## config.mk

```make
export PLATFORM = sky130hd
export DESIGN_NAME = mem_lsu
export DESIGN_NICKNAME = d
export VERILOG_FILES = /design/src/rtl/riscv_pkg.sv /design/src/rtl/lsu_align.sv /design/src/rtl/mem_lsu.sv
export SDC_FILE = /design/constraint.sdc
export NUM_CORES = 1
export LEC_CHECK = 0
export CAP_MARGIN = 20
export CORE_MARGIN = 3
export CORE_UTILIZATION = 41
export CTS_BUF_LIST = sky130_fd_sc_hd__clkbuf_8
export DETAILED_ROUTE_END_ITERATION = 6
export PLACE_DENSITY = 0.85
export SYNTH_ARGS = -nofsm -noshare
export SYNTH_HDL_FRONTEND = slang
export SYNTH_HIERARCHICAL = 1
export SYNTH_SLANG_ARGS = --single-unit
```

## constraint.sdc

```tcl
create_clock -name i_clk -period 3.2 [get_ports i_clk]
set_input_delay 0.48 -clock i_clk [delete_from_list [all_inputs] [get_ports i_clk]]
set_output_delay 0.48 -clock i_clk [all_outputs]
set_load 0.1 [all_outputs]
```

## src/rtl/riscv_pkg.sv

```systemverilog
// rtl/riscv_pkg.sv - shared funct3 codes, LSU state encoding and alignment helper
package riscv_pkg;

    localparam logic [2:0] F3_B  = 3'b000;
    localparam logic [2:0] F3_H  = 3'b001;
    localparam logic [2:0] F3_W  = 3'b010;
    localparam logic [2:0] F3_BU = 3'b100;
    localparam logic [2:0] F3_HU = 3'b101;

    typedef enum logic [1:0] {
        LSU_IDLE = 2'd0,
        LSU_REQ  = 2'd1,
        LSU_RESP = 2'd2,
        LSU_DONE = 2'd3
    } lsu_state_e;

    // Clears the address bits below the access size so the access lands naturally aligned.
    function automatic logic [1:0] lsu_force_align(input logic [2:0] funct3, input logic [1:0] lo);
        if (funct3[1:0] == F3_B[1:0]) begin
            return lo;
        end else if (funct3[1:0] == F3_H[1:0]) begin
            return {lo[1], 1'b0};
        end
        return 2'b00;
    endfunction

endpackage

```

## src/rtl/lsu_align.sv

```systemverilog
// rtl/lsu_align.sv - store lane replication/byte enables and load extraction/extension
module lsu_align
    import riscv_pkg::*;
(
    input  logic [2:0]  i_funct3,
    input  logic [1:0]  i_addr_lo,
    input  logic [31:0] i_store_data,
    input  logic [31:0] i_rdata,
    output logic [3:0]  o_wmask,
    output logic [31:0] o_wdata,
    output logic [31:0] o_load_data,
    output logic        o_misaligned
);

    logic        is_byte;
    logic        is_half;
    logic [31:0] shifted;

    assign is_byte = (i_funct3[1:0] == F3_B[1:0]);
    assign is_half = (i_funct3[1:0] == F3_H[1:0]);
    assign shifted = i_rdata >> {i_addr_lo, 3'b000};

    always_comb begin
        o_misaligned = (is_half & i_addr_lo[0]) | (~is_byte & ~is_half & (i_addr_lo != 2'b00));
        o_wmask      = 4'b1111;
        o_wdata      = i_store_data;
        if (is_byte) begin
            o_wmask = 4'b0001 << i_addr_lo;
            o_wdata = {4{i_store_data[7:0]}};
        end else if (is_half) begin
            o_wmask = 4'b0011 << i_addr_lo;
            o_wdata = {2{i_store_data[15:0]}};
        end
    end

    // Reserved encodings fall through to the word case.
    always_comb begin
        o_load_data = shifted;
        case (i_funct3)
            F3_B:    o_load_data = {{24{shifted[7]}}, shifted[7:0]};
            F3_BU:   o_load_data = {24'h0, shifted[7:0]};
            F3_H:    o_load_data = {{16{shifted[15]}}, shifted[15:0]};
            F3_HU:   o_load_data = {16'h0, shifted[15:0]};
            F3_W:    o_load_data = shifted;
            default: o_load_data = shifted;
        endcase
    end

endmodule

```

## src/rtl/mem_lsu.sv

```systemverilog
// rtl/mem_lsu.sv - MEM-stage load/store unit: request/response handshake, pipeline stall, load formatting
module mem_lsu
    import riscv_pkg::*;
#(
    parameter int ADDR_W          = 32,
    parameter bit TRAP_MISALIGNED = 1'b1
) (
    input  logic              i_clk,
    input  logic              i_rst_n,
    input  logic              i_valid,
    input  logic              i_mem_read,
    input  logic              i_mem_write,
    input  logic [2:0]        i_funct3,
    input  logic [ADDR_W-1:0] i_addr,
    input  logic [31:0]       i_store_data,
    output logic              o_stall,
    output logic              o_done,
    output logic [31:0]       o_load_data,
    output logic              o_misaligned,
    output logic              o_dmem_req,
    output logic              o_dmem_we,
    output logic [ADDR_W-1:0] o_dmem_addr,
    output logic [31:0]       o_dmem_wdata,
    output logic [3:0]        o_dmem_wmask,
    input  logic              i_dmem_ready,
    input  logic              i_dmem_rvalid,
    input  logic [31:0]       i_dmem_rdata
);

    lsu_state_e        state_q, state_d;
    logic              req_q, req_d;
    logic              we_q, we_d;
    logic [ADDR_W-1:0] addr_q, addr_d;
    logic [31:0]       wdata_q, wdata_d;
    logic [3:0]        wmask_q, wmask_d;
    logic [31:0]       load_q, load_d;
    logic              mis_q, mis_d;
    logic [2:0]        funct3_q, funct3_d;
    logic [1:0]        lo_q, lo_d;

    logic              mem_op;
    logic              in_idle;
    logic [2:0]        f3_sel;
    logic [1:0]        lo_raw;
    logic [1:0]        lo_eff;
    logic [3:0]        al_wmask;
    logic [31:0]       al_wdata;
    logic [31:0]       al_load;
    logic              al_misaligned;
    logic              mis_hit;

    assign mem_op  = i_valid & (i_mem_read | i_mem_write);
    assign in_idle = (state_q == LSU_IDLE);

    // In IDLE the aligner sees the live instruction; afterwards it formats the captured load.
    assign f3_sel  = in_idle ? i_funct3 : funct3_q;
    assign lo_raw  = in_idle ? i_addr[1:0] : lo_q;
    assign lo_eff  = TRAP_MISALIGNED ? lo_raw : lsu_force_align(f3_sel, lo_raw);
    assign mis_hit = TRAP_MISALIGNED & al_misaligned;

    lsu_align u_align (
        .i_funct3     (f3_sel),
        .i_addr_lo    (lo_eff),
        .i_store_data (i_store_data),
        .i_rdata      (i_dmem_rdata),
        .o_wmask      (al_wmask),
        .o_wdata      (al_wdata),
        .o_load_data  (al_load),
        .o_misaligned (al_misaligned)
    );

    always_comb begin
        state_d  = state_q;
        req_d    = req_q;
        we_d     = we_q;
        addr_d   = addr_q;
        wdata_d  = wdata_q;
        wmask_d  = wmask_q;
        load_d   = load_q;
        mis_d    = mis_q;
        funct3_d = funct3_q;
        lo_d     = lo_q;
        o_stall  = 1'b0;
        case (state_q)
            LSU_IDLE: begin
                if (mem_op) begin
                    o_stall = 1'b1;
                    if (mis_hit) begin
                        state_d = LSU_DONE;
                        mis_d   = 1'b1;
                    end else begin
                        state_d  = LSU_REQ;
                        req_d    = 1'b1;
                        we_d     = i_mem_write;
                        addr_d   = {i_addr[ADDR_W-1:2], 2'b00};
                        wmask_d  = al_wmask;
                        wdata_d  = al_wdata;
                        funct3_d = i_funct3;
                        lo_d     = lo_eff;
                    end
                end
            end
            LSU_REQ: begin
                o_stall = 1'b1;
                if (i_dmem_ready) begin
                    req_d = 1'b0;
                    if (we_q) begin
                        state_d = LSU_DONE;
                    end else if (i_dmem_rvalid) begin
                        load_d  = al_load;
                        state_d = LSU_DONE;
                    end else begin
                        state_d = LSU_RESP;
                    end
                end
            end
            LSU_RESP: begin
                o_stall = 1'b1;
                if (i_dmem_rvalid) begin
                    load_d  = al_load;
                    state_d = LSU_DONE;
                end
            end
            LSU_DONE: begin
                state_d = LSU_IDLE;
                mis_d   = 1'b0;
            end
            default: state_d = LSU_IDLE;
        endcase
    end

    always_ff @(posedge i_clk or negedge i_rst_n) begin
        if (!i_rst_n) begin
            state_q  <= LSU_IDLE;
            req_q    <= 1'b0;
            we_q     <= 1'b0;
            addr_q   <= '0;
            wdata_q  <= '0;
            wmask_q  <= '0;
            load_q   <= '0;
            mis_q    <= 1'b0;
            funct3_q <= '0;
            lo_q     <= '0;
        end else begin
            state_q  <= state_d;
            req_q    <= req_d;
            we_q     <= we_d;
            addr_q   <= addr_d;
            wdata_q  <= wdata_d;
            wmask_q  <= wmask_d;
            load_q   <= load_d;
            mis_q    <= mis_d;
            funct3_q <= funct3_d;
            lo_q     <= lo_d;
        end
    end

    assign o_done       = (state_q == LSU_DONE);
    assign o_misaligned = mis_q;
    assign o_load_data  = load_q;
    assign o_dmem_req   = req_q;
    assign o_dmem_we    = we_q;
    assign o_dmem_addr  = addr_q;
    assign o_dmem_wdata = wdata_q;
    assign o_dmem_wmask = wmask_q;

endmodule

```

==> run_results.csv, run 1 <==
group,metric,value,unit
sta,whs,0.119,ns
sta,skew,0.00973,ns
critical_path,crit_buf_inv,3,
job,cap_violations,0,
sta,worst_pin_slew,1.00,ns
placement,gp_congestion,0.909,
final_layout,finalInstanceArea,0.00779,sq mm
sta,min_period_over_period,0.923,
sta,fmax,339,MHz
synth,seq_area_frac_synth,0.488,
synth,synth_cells,438,
clock_tree,clkTransAtPathRegs,0.10,ns
detailed_routing,dr.pass1.iters,4,
critical_path,start_kind,"flip-flop",
floorplanning,ioPinCount,211,
global_route,antenna_found_initial,0,
global_route,grt_pass1_wl,22800,um
clock_tree,clkLatencyLatePin,0.36,ns
critical_path,arrival,3.20,ns
clock_tree,cts_setup_buffers,0,
final_layout,nets,749,
critical_path,cpPeakStageDelay,0.45,ns
sta,hold_viol_final,0,
critical_path,path_cells,"inv_1 -> ha_1 -> mux2_2 -> inv_1 -> ha_1 -> mux2i_1 -> nor3_4 -> buf_12 -> mux2_1",
detailed_routing,drt-initial-drc-count,299,
final_layout,final_common_cell,"clkdlybuf4s50_1",
detailed_routing,routedWlPerCell,17.9,um
detailed_routing,final_antenna_net_count,0,
synth,synth_top_flop_cell,"dfrtp_1",
floorplanning,start_util,0.429,
clock_tree,cts_resized,0,
status,status,"complete, no violations",
clock_tree,cts-root-buf,"clkbuf_8",
clock_tree,ctsHoldBuffers,0,
clock_tree,htreeDepth,3,
sta,setup_viol,0,
floorplanning,die_y,122,um
placement,placed_area,0.00759,sq mm
sta,finalCriticalPeriod,2.95,ns
final_layout,num_antenna_cells,0,
synth,synth_area,0.00554,sq mm
clock_tree,clkSinkCount,108,
global_route,grt.overflow.total,0,
floorplanning,rows,41,
final_layout,drive_gt1_frac,0.267,
synth,synth_area_per_cell,12.7,sq um
floorplanning,core,0.0129,sq mm
clock_tree,cts_buffers,9,
global_route,grt_usage,0.193,
critical_path,reg2reg_from,"state_q[1]$_DFFE_PN0P_",
sta,tns,0,ns
detailed_routing,vias,4193,
synth,yosys_warnings,6,
global_route,grt_max_degree,64,
critical_path,critPathSlowestCell,"mux2_2",
clock_tree,cts_tree,"done",
detailed_routing,drc_errors,0,
final_layout,utilization,0.602,
critical_path,cp-startpoint,"state_q[1]$_DFFE_PN0P_",
sta,report.final.slew_viol_count,0,
global_route,grt_pass1_vias,4533,
synth,synth-seq-cells,108,
worst_hold_path,hold_path_class,"in2async",
detailed_routing,post_drt_via_cell_ratio,5.16,
detailed_routing,routed_wl,14500,um
floorplanning,die_area,0.0150,sq mm
critical_path,crit_required,3.45,ns
critical_path,critPathKind,"reg2reg",
synth,synth.distinct_cells,44,
final_layout,final_cell_mix,"clkdlybuf4s50_1 (153), dfrtp_1 (108), mux2_2 (72)",
placement,dp_hpwl,11000,um
critical_path,worstPathMaxFanout,37,
placement,numPortBuffers,208,
sta,max-slew-margin-rel,0.328,
floorplanning,fp.dieW,122,um
critical_path,cp_top_family,"multiplexers",
critical_path,endpoint_kind,"flip-flop",
sta,rsz0062_at_grt,"false",
clock_tree,clockBufferDepth,2,
synth,synth_edf_count,0,
final_layout,area_delta_synth_final,40.5,%
synth,async_reset_ff_frac,1.00,
==> registers in the layout, indices dropped and copies added, names as in the netlist, 2 cells and up <==
name,cells
funct3_q,3
o_dmem_addr,30
o_load_data,32
lo_q,2
state_q,2
o_dmem_wmask,4
o_dmem_wdata,32
==> cell usage after synthesis, drive strengths merged (2+ instances only) <==
cell / number / share of area
inv: 8 / 0.0054
nand2b: 5 / 0.0084
nand3: 2 / 0.0018
nor2: 13 / 0.0093
nor2b: 8 / 0.0090
o21ai: 19 / 0.019
buf: 33 / 0.045
a21oi: 10 / 0.0090
a211oi: 7 / 0.0095
ha: 8 / 0.018
dfrtp: 108 / 0.49
clkbuf: 2 / 0.0014
mux2: 132 / 0.27
o211ai: 5 / 0.0077
a221oi: 7 / 0.011
mux2i: 22 / 0.040
nand2: 32 / 0.023
==> through the flow <==
stage	setup WS [ns]	instances
2_1_floorplan	0.126	439
3_3_place_gp	0.430	796
3_5_place_dp	0.243	796
4_1_cts	0.221	812
5_1_grt	0.0154	812
6_report	0.248	812
==> path summary, 6_finish.rpt <==
kind                       slack (ns)                          end  cells past startpoint
max                              0.25  o_dmem_wdata[7]$_DFFE_PN0P_                      9
max in group asynchronous        2.30  o_dmem_addr[12]$_DFFE_PN0P_                      2
min                              0.12     o_misaligned$_DFFE_PN0P_                      1
min reg2reg                      0.49  o_dmem_addr[23]$_DFFE_PN0P_                      1
max reg2reg                      0.25  o_dmem_wdata[7]$_DFFE_PN0P_                      9
min in group i_clk               0.49  o_dmem_addr[23]$_DFFE_PN0P_                      1
==> cells by family after synthesis <==
logic type | count (synthesis) | share of synthesized area
AO/OA/AOI/OAI | 58 | 0.0725
adder cells (fa/ha/maj) | 8 | 0.0181
buffers and inverters | 43 | 0.0521
flip-flops | 108 | 0.488
multiplexers | 154 | 0.308
other | 1 | 0.000677
AND/OR/NAND/NOR | 66 | 0.0612
==> metal layers <==
layer / vias to the layer above / GRT usage / wire length (um)
met4: 0 / 0.0511 / 178
met3: 14 / 0.0618 / 1200
met5: - / 0 / 0
li1: 1940 / - / -
met2: 171 / 0.332 / 7450
met1: 2068 / 0.234 / 5690
==> cell type report <==
class                           instances  area [sq um]
Sequential cell                       108          2700
Fill cell                            1075          5140
Multi-Input combinational cell        288          2560
Clock inverter                          4          30.0
Inverter                                8          30.0
Clock buffer                           12           165
Tap cell                              172           215
Timing Repair Buffer                  220          2080
==> worst reg2reg max path: cells and delay by family, from the launching register on <==
| kind | cells | cell delay (ns) |
|---|---|---|
| adder cells (fa/ha/maj) | 2 | 0.55 |
| multiplexers | 3 | 0.99 |
| buffers and inverters | 3 | 0.51 |
| flip-flops | 1 | 0.44 |
| AND/OR/NAND/NOR | 1 | 0.33 |
Power of run 1 is left out: the tool's default activity adds up to more than one toggle a clock period on the data nets, which glitch-free logic cannot reach.
==> inputs of run 2 (changes only) <==
- CORE_UTILIZATION: 41 -> 46
- PLACE_DENSITY: 0.85 -> 0.9
- clock period: 3.2 -> 2.9 ns (I/O delays scaled with it)
==> run_results.csv, run 2 (same netlist as run 1, synthesis figures left out) <==
group,metric,value,unit
status,status,"complete, no violations",
final_layout,num_antenna_cells,0,
critical_path,worstPathMaxFanout,16,
clock_tree,cts_tree,"done",
placement,dpl.cell_count,773,
final_layout,drive_gt1_frac,0.356,
floorplanning,fp.dieW,116,um
global_route,antenna_found_initial,0,
critical_path,crit_required,3.16,ns
placement,dp_hpwl,11900,um
floorplanning,core,0.0116,sq mm
detailed_routing,routedWlPerCell,19.5,um
placement,gp_congestion,0.909,
sta,tns,0,ns
critical_path,critPathKind,"reg2reg",
final_layout,final_common_cell,"buf_4",
final_layout,final_cell_mix,"buf_4 (116), dfrtp_1 (108), clkdlybuf4s50_1 (104)",
placement,placed_area,0.00753,sq mm
sta,finalCriticalPeriod,2.72,ns
critical_path,start_kind,"flip-flop",
detailed_routing,drc_errors,0,
global_route,grt.overflow.total,0,
detailed_routing,final_antenna_net_count,0,
critical_path,critPathSlowestCell,"dfrtp_1",
critical_path,cpPeakStageDelay,0.44,ns
final_layout,nets,755,
detailed_routing,dr.pass1.iters,4,
sta,hold_viol_final,0,
global_route,grt_max_degree,43,
clock_tree,clkSinkCount,108,
floorplanning,start_util,0.477,
detailed_routing,drt-initial-drc-count,205,
sta,rsz0062_at_grt,"false",
worst_hold_path,hold_path_class,"in2async",
placement,numPortBuffers,208,
floorplanning,rows,39,
final_layout,finalNonFillerCells,789,
global_route,grt_pass1_vias,4644,
sta,worst_pin_slew,0.592,ns
clock_tree,cts_setup_buffers,0,
clock_tree,clockBufferDepth,2,
job,cap_violations,0,
sta,fmax,367,MHz
sta,report.final.slew_viol_count,0,
clock_tree,clkTransAtPathRegs,0.10,ns
global_route,grt_usage,0.230,
floorplanning,ioPinCount,211,
clock_tree,cts_buffers,9,
critical_path,crit_buf_inv,4,
critical_path,endpoint_kind,"flip-flop",
clock_tree,ctsHoldBuffers,0,
clock_tree,cts-root-buf,"clkbuf_8",
global_route,grt_pass1_wl,23800,um
sta,max-slew-margin-rel,0.605,
clock_tree,htreeDepth,3,
clock_tree,clkLatencyLatePin,0.38,ns
final_layout,utilization,0.668,
sta,skew,0.00629,ns
final_layout,finalInstanceArea,0.00775,sq mm
critical_path,path_cells,"inv_1 -> ha_1 -> mux2_4 -> inv_2 -> ha_4 -> mux2i_4 -> nor3_4 -> buf_12 -> buf_12 -> mux2_1",
critical_path,timing.critical_path.mode_cell,"buf_12",
final_layout,fillers,900,
detailed_routing,vias,4294,
detailed_routing,routed_wl,15400,um
sta,setup_viol,0,
final_layout,area_delta_synth_final,39.9,%
detailed_routing,post_drt_via_cell_ratio,5.44,
clock_tree,cts_resized,0,
critical_path,arrival,2.98,ns
floorplanning,die_y,116,um
sta,min_period_over_period,0.939,
critical_path,cp_top_family,"multiplexers",
floorplanning,die_area,0.0134,sq mm
## run 2: path summary, 6_finish.rpt
path	startpoint	endpoint	slack (ns)	depth (start not counted)
min reg2reg	o_dmem_addr[9]$_DFFE_PN0P_	o_dmem_addr[9]$_DFFE_PN0P_	0.50	1
min in group i_clk	o_dmem_addr[9]$_DFFE_PN0P_	o_dmem_addr[9]$_DFFE_PN0P_	0.50	1
max	state_q[1]$_DFFE_PN0P_	o_dmem_wdata[4]$_DFFE_PN0P_	0.18	10
max in group asynchronous	i_rst_n	o_dmem_wdata[24]$_DFFE_PN0P_	2.10	2
max reg2reg	state_q[1]$_DFFE_PN0P_	o_dmem_wdata[4]$_DFFE_PN0P_	0.18	10
min	i_rst_n	o_load_data[0]$_DFFE_PN0P_	0.05	1
## run 2: worst reg2reg max path, cell delays in order, from the launching register on
cell     delay [ns]
dfrtp_1        0.44
inv_1          0.13
ha_1           0.31
mux2_4         0.42
inv_2          0.11
ha_4           0.15
mux2i_4        0.08
nor3_4         0.28
buf_12         0.17
buf_12         0.15
mux2_1         0.37
## run 2: final cells by class
type	instances	area (sq um)	share of cell area
Clock inverter	7	98.8	0.0127
Sequential cell	108	2700	0.349
Tap cell	143	179	0.0231
Multi-Input combinational cell	288	2590	0.334
Clock buffer	9	124	0.0160
Inverter	8	30.0	0.00387
Timing Repair Buffer	226	2030	0.262
## run 2: routing by layer
metal  vias up  global-route usage  wire, um
li1       1957                   -         -
met1      2114               0.259      5810
met2       190               0.406      7770
met3        33              0.0658      1330
met4         0               0.101       470
met5         -                   0         0
## run 2: metrics by stage
stage | worst slack, ns | hold WS [ns]
floorplan | 0.0221 | 0.139
global placement | 0.288 | 0.462
detailed placement | 0.213 | 0.475
CTS | 0.164 | 0.0520
global route | 0.0324 | 0.0733
finish | 0.177 | 0.0487
Power of run 2 is left out for the same reason.
